**config.mk**
```make
export PLATFORM = sky130hd
export DESIGN_NAME = mix_columns_iter
export DESIGN_NICKNAME = d
export VERILOG_FILES = /design/src/rtl/aes_gf_pkg.sv /design/src/rtl/mix_column_word.sv /design/src/rtl/mix_columns_iter.sv
export SDC_FILE = /design/constraint.sdc
export NUM_CORES = 1
export LEC_CHECK = 0
export CORE_AREA = 3 3 143 145
export CTS_CLUSTER_DIAMETER = 60
export DETAILED_ROUTE_END_ITERATION = 8
export DIE_AREA = 0 0 146 148
export PLACE_DENSITY = 0.87
export SYNTH_ARGS = -nofsm -noshare
export SYNTH_HDL_FRONTEND = slang
export SYNTH_HIERARCHICAL = 1
export SYNTH_SLANG_ARGS = --single-unit
```
**constraint.sdc**
```tcl
create_clock -name clk -period 4.45 [get_ports clk]
set_clock_uncertainty 0.15 [all_clocks]
set_input_delay 0.6675 -clock clk [delete_from_list [all_inputs] [get_ports clk]]
set_output_delay 0.6675 -clock clk [all_outputs]
set_load 0.01 [all_outputs]
```
**src/rtl/aes_gf_pkg.sv**
```systemverilog
// GF(2^8) helpers for the AES MixColumns datapath and the shared FSM state type.
// Multiples are built from xtime chains so every product stays a small XOR tree.
package aes_gf_pkg;

    localparam logic [7:0] AES_POLY = 8'h1b;

    typedef enum logic [1:0] {
        IDLE = 2'd0,
        BUSY = 2'd1,
        DONE = 2'd2
    } state_t;

    function automatic logic [7:0] xtime(input logic [7:0] a);
        return {a[6:0], 1'b0} ^ (AES_POLY & {8{a[7]}});
    endfunction

    function automatic logic [7:0] gmul2(input logic [7:0] a);
        return xtime(a);
    endfunction

    function automatic logic [7:0] gmul3(input logic [7:0] a);
        return xtime(a) ^ a;
    endfunction

    function automatic logic [7:0] gmul9(input logic [7:0] a);
        return xtime(xtime(xtime(a))) ^ a;
    endfunction

    function automatic logic [7:0] gmul11(input logic [7:0] a);
        return xtime(xtime(xtime(a))) ^ xtime(a) ^ a;
    endfunction

    function automatic logic [7:0] gmul13(input logic [7:0] a);
        return xtime(xtime(xtime(a))) ^ xtime(xtime(a)) ^ a;
    endfunction

    function automatic logic [7:0] gmul14(input logic [7:0] a);
        return xtime(xtime(xtime(a))) ^ xtime(xtime(a)) ^ xtime(a);
    endfunction

endpackage

```
**src/rtl/mix_column_word.sv**
```systemverilog
// Combinational MixColumns / InvMixColumns of one 32-bit column (byte 0 = MSB byte).
// With INV_EN=0 the inverse matrix is not built and the result is always forward.
module mix_column_word #(
    parameter bit INV_EN = 1'b1
) (
    input  logic [31:0] col,
    input  logic        inv,
    output logic [31:0] res
);
    import aes_gf_pkg::*;

    logic [7:0] b0, b1, b2, b3;
    logic [31:0] fwd_res;

    assign b0 = col[31:24];
    assign b1 = col[23:16];
    assign b2 = col[15:8];
    assign b3 = col[7:0];

    assign fwd_res = {
        gmul2(b0) ^ gmul3(b1) ^ b2        ^ b3,
        b0        ^ gmul2(b1) ^ gmul3(b2) ^ b3,
        b0        ^ b1        ^ gmul2(b2) ^ gmul3(b3),
        gmul3(b0) ^ b1        ^ b2        ^ gmul2(b3)
    };

    generate
        if (INV_EN) begin : g_inv
            logic [31:0] inv_res;
            assign inv_res = {
                gmul14(b0) ^ gmul11(b1) ^ gmul13(b2) ^ gmul9(b3),
                gmul9(b0)  ^ gmul14(b1) ^ gmul11(b2) ^ gmul13(b3),
                gmul13(b0) ^ gmul9(b1)  ^ gmul14(b2) ^ gmul11(b3),
                gmul11(b0) ^ gmul13(b1) ^ gmul9(b2)  ^ gmul14(b3)
            };
            assign res = inv ? inv_res : fwd_res;
        end else begin : g_fwd_only
            logic unused_inv;
            assign unused_inv = inv;
            assign res = fwd_res;
        end
    endgenerate

endmodule

```
**src/rtl/mix_columns_iter.sv**
```systemverilog
// Iterative AES MixColumns engine: transforms COLS_PER_CYCLE columns per clock
// between a valid/ready input and a valid/ready output.
module mix_columns_iter #(
    parameter int COLS_PER_CYCLE = 1,
    parameter bit INV_EN         = 1'b1
) (
    input  logic         clk,
    input  logic         rst,
    input  logic         i_valid,
    output logic         i_ready,
    input  logic         i_inv,
    input  logic [127:0] i_block,
    output logic         o_valid,
    input  logic         o_ready,
    output logic [127:0] o_block
);
    import aes_gf_pkg::*;

    generate
        if (!(COLS_PER_CYCLE == 1 || COLS_PER_CYCLE == 2 || COLS_PER_CYCLE == 4)) begin : g_bad_cols
            $error("mix_columns_iter: COLS_PER_CYCLE must be 1, 2 or 4");
        end
    endgenerate

    localparam logic [1:0] STEP     = 2'(COLS_PER_CYCLE);
    localparam logic [1:0] LAST_IDX = 2'(4 - COLS_PER_CYCLE);

    state_t         state_reg;
    logic [1:0]     col_idx_reg;
    logic [127:0]   work_reg;
    logic           mode_reg;
    logic           o_valid_reg;

    logic [127:0]   work_next;
    logic [31:0]    work_cols [4];
    logic [31:0]    cols_next [4];
    logic [1:0]     col_sel   [COLS_PER_CYCLE];
    logic [31:0]    col_in    [COLS_PER_CYCLE];
    logic [31:0]    col_out   [COLS_PER_CYCLE];
    logic           accept;

    // i_ready only looks through to o_ready while a result is waiting to leave.
    assign i_ready = (state_reg == IDLE) || (state_reg == DONE && o_ready);
    assign accept  = i_valid && i_ready;
    assign o_valid = o_valid_reg;
    assign o_block = work_reg;

    genvar gi;
    generate
        for (gi = 0; gi < 4; gi++) begin : g_cols
            assign work_cols[gi]               = work_reg[127 - 32*gi -: 32];
            assign work_next[127 - 32*gi -: 32] = cols_next[gi];
        end

        for (gi = 0; gi < COLS_PER_CYCLE; gi++) begin : g_lanes
            assign col_sel[gi] = col_idx_reg + 2'(gi);
            assign col_in[gi]  = work_cols[col_sel[gi]];

            mix_column_word #(
                .INV_EN (INV_EN)
            ) u_word (
                .col (col_in[gi]),
                .inv (mode_reg),
                .res (col_out[gi])
            );
        end
    endgenerate

    // Columns outside the current pass window keep their stored value.
    always_comb begin
        for (int c = 0; c < 4; c++) begin
            cols_next[c] = work_cols[c];
            for (int g = 0; g < COLS_PER_CYCLE; g++) begin
                if (col_sel[g] == 2'(c)) begin
                    cols_next[c] = col_out[g];
                end
            end
        end
    end

    always_ff @(posedge clk) begin
        if (rst) begin
            state_reg   <= IDLE;
            col_idx_reg <= 2'd0;
            work_reg    <= 128'd0;
            mode_reg    <= 1'b0;
            o_valid_reg <= 1'b0;
        end else begin
            case (state_reg)
                IDLE: begin
                    if (accept) begin
                        state_reg <= BUSY;
                    end
                end
                BUSY: begin
                    work_reg    <= work_next;
                    col_idx_reg <= col_idx_reg + STEP;
                    if (col_idx_reg == LAST_IDX) begin
                        state_reg   <= DONE;
                        o_valid_reg <= 1'b1;
                    end
                end
                DONE: begin
                    if (o_ready) begin
                        o_valid_reg <= 1'b0;
                        state_reg   <= accept ? BUSY : IDLE;
                    end
                end
                default: begin
                    state_reg   <= IDLE;
                    o_valid_reg <= 1'b0;
                end
            endcase

            // accept is never true in BUSY, so this cannot collide with the pass update.
            if (accept) begin
                work_reg    <= i_block;
                mode_reg    <= i_inv & INV_EN;
                col_idx_reg <= 2'd0;
            end
        end
    end

endmodule

```
==> out/qor.yml, run 1 <==
timing.critical_path.to_type: "register"
die_x_um: 146
wire_length_of_the_first_global_routing_pass_um: 57100
post_synthesis_net_count: 1179
hold-worst-slack_ps: 360
postLayoutCellArea_um2: 12600
synth_seq_area_share_pct: 28.4
synth_top_area_share_pct: 28.4
synth_commonest_cells: "xnor2_1 (162), nand2_1 (155), dfxtp_1 (134)"
run_status: "finished, final reports clean"
grt_max_degree: 69
pre_cts_ws_ps: 521
detail_route.wl_per_cell_um: 25.0
cap_viol_max_count: 0
timing_hold_violations_final: 0
timing.final.crit_period_ps: 4010
grt_setup_unrepaired: "false"
number_of_warning_messages_in_the_yosys_log: 6
post-synth-top-count-cell: "xnor2_1"
drt-initial-drc-count: 1257
design.die.area_um2: 21600
setup-violations-final: 0
power_density_nw_per_um2: 906
max-slew-margin-rel_pct: 19.2
finalSetupTns_ps: 0
largest_register_ffs: 128
wl_um: 37800
drt_pre_antenna_iters: 7
die_h_um: 148
cts-resized-gates: 0
gp_congestion: 1.03
worst-setup-path-type: "register to register"
ir_worst_vdd_uv: 581
number_of_placed_i_o_pins: 263
fraction_of_the_cycle_the_final_worst_path_needs_pct: 90.1
final.setup.worst_slack_ps: 441
core_um2: 19300
stdcell_count: 1511
synth_seq_cells: 134
via_count_of_the_first_global_routing_pass: 9748
cts_inserted_buffers: 17
place_area_um2: 12100
drt-vias-per-instance: 6.48
clk-insertion-delay-late_ps: 430
cp.arrival_ps: 4190
final_antenna_net_count: 0
dpl.hpwl_um: 26400
finish.net_count: 1370
yosys.cell_types.count: 46
cts_hold_buf: 0
cts_root_buffer: "clkbuf_16"
worstSetupStartpointType: "register"
worstPathRequired_ps: 4630
finalMaxSlewViolations: 0
rows: 51
number_of_enable_type_register_cells_in_the_synthesized_netlist: 0
port_buffers: 262
cts_htree_levels: 4
clock_tree_sinks: 134
routed-via-count: 9789
grt_util_all_layers_pct: 33.7
place.detailed.instances: 1479
netlist_instances: 1042
synthTopCellsByArea: "dfxtp_1 (28%), xnor2_1 (15%), a311oi_1 (9.5%)"
max_freq_ghz: 0.249
clock_path_buffers: 2
tightest_slew_ps: 1210
power.static_leakage_uw: 0.00432
timing.hold.worst.class: "register to register"
synthToLayoutAreaGrowth_pct: 33.8
cts_tree: "yes"
number_of_inserted_diodes: 0
grt-ovfl-total: 0
initial_antenna_violation_count: 0
clk_pin_slew_ps: 60
drt_drc_violations_left: 0
syn-mean-instance-area_um2: 9.07
start_util_pct: 48.9
cts_post_setup_buffers_inserted: 0
synthesized_cell_area_um2: 9450
share_of_synthesized_flip_flops_with_an_asynchronous_set_or_reset_pct: 0
synthDominantAreaCellType: "dfxtp_1"
crit_path_max_fanout: 13
synth_top_flop_cell: "dfxtp_1"
drive_gt1_share_pct: 9.71
==> layout make-up <==
cell class              instances  area (um2)
flip-flops and latches        134        2690
fillers                      1517        6690
well taps                     265         332
clock buffers                  21         470
inverters                       4        15.0
clock inverters                11         123
multi-input cells             783        6140
repair buffers                293        2880
==> cells by family (layout without fill, tap and decap cells) <==
group                      Yosys count  count (layout)  share of synthesized area [%]
xor gates and xnor gates           215             215                           22.8
adders and majority gates            4               4                          0.530
buffers and inverters              125             329                           6.89
and+or+nand+nor                    314             314                           15.3
AOI/OAI and AO/OA                  213             213                           17.9
DFF                                134             134                           28.4
muxes                               37              37                           8.28
==> per-layer routing <==
layer / GRT usage [%] / share of wire (%)
met5: 0 / 0
met4: 17.2 / 5.5
met2: 53.6 / 46
met3: 8.00 / 11
met1: 43.0 / 37
==> worst max-delay path, cell delays in order, from the launching register on <==
cell and delay (ps):
dfxtp_2 330, buf_4 290, mux4_2 730, xnor2_2 390, xnor3_2 440, xnor3_1 430
xnor2_1 190, a21oi_1 100, xnor2_1 420, o21ai_0 180, a311oi_1 260
==> cell usage in the layout, fill, tap and decap left out, types with 3 or more instances in the layout <==
cell type / netlist / routed
xnor2_1: 162 / 162
nand2_1: 155 / 154
a311oi_1: 103 / 103
xor2_1: 31 / 31
xnor3_1: 8 / 8
a21oi_1: 12 / 12
and3b_1: 4 / 4
buf_4: 2 / 30
clkbuf_8: 2 / 3
clkinv_2: 0 / 4
a221o_1: 25 / 25
clkbuf_16: 0 / 17
xnor2_2: 5 / 5
a211oi_1: 32 / 32
nand3b_1: 3 / 3
o21ai_0: 34 / 34
xor2_2: 3 / 3
inv_1: 3 / 3
nor2_1: 10 / 10
mux4_2: 32 / 32
nand3_1: 34 / 34
ha_1: 4 / 4
dfxtp_1: 134 / 132
clkdlybuf4s50_1: 0 / 261
nand2b_1: 4 / 3
and2_1: 26 / 26
nor3_1: 73 / 73
==> final timing paths <==
kind,start,to,slack [ps],cells after the start
worst max-delay path,col_idx_reg[1],o_block[29],440,10
worst min-delay path,o_block[43],o_block[43],360,2
worst max register to register,col_idx_reg[1],o_block[29],440,10
worst min register to register,o_block[43],o_block[43],360,2
==> through the flow <==
step / power, uW / util (%)
after floorplan: 7430 / -
after global placement: 9720 / 62.3
after detailed placement: 9760 / 62.3
after CTS: 11300 / 65.4
after global routing: 11900 / 65.4
final: 11500 / 65.4
==> power by group <==
group	leakage [uW]	internal (uW)	switching (uW)
Sequential	0.00111	1480	288
Combinational	0.00292	3890	4350
Clock	0.000294	871	575
Note: power is estimated with default switching activity, not from simulation.
==> run 2, diff against run 1 <==
- CAP_MARGIN: default -> 20
==> results of run 2 <==
No change in the layout: final DEF, timing and power equal those of run 1.
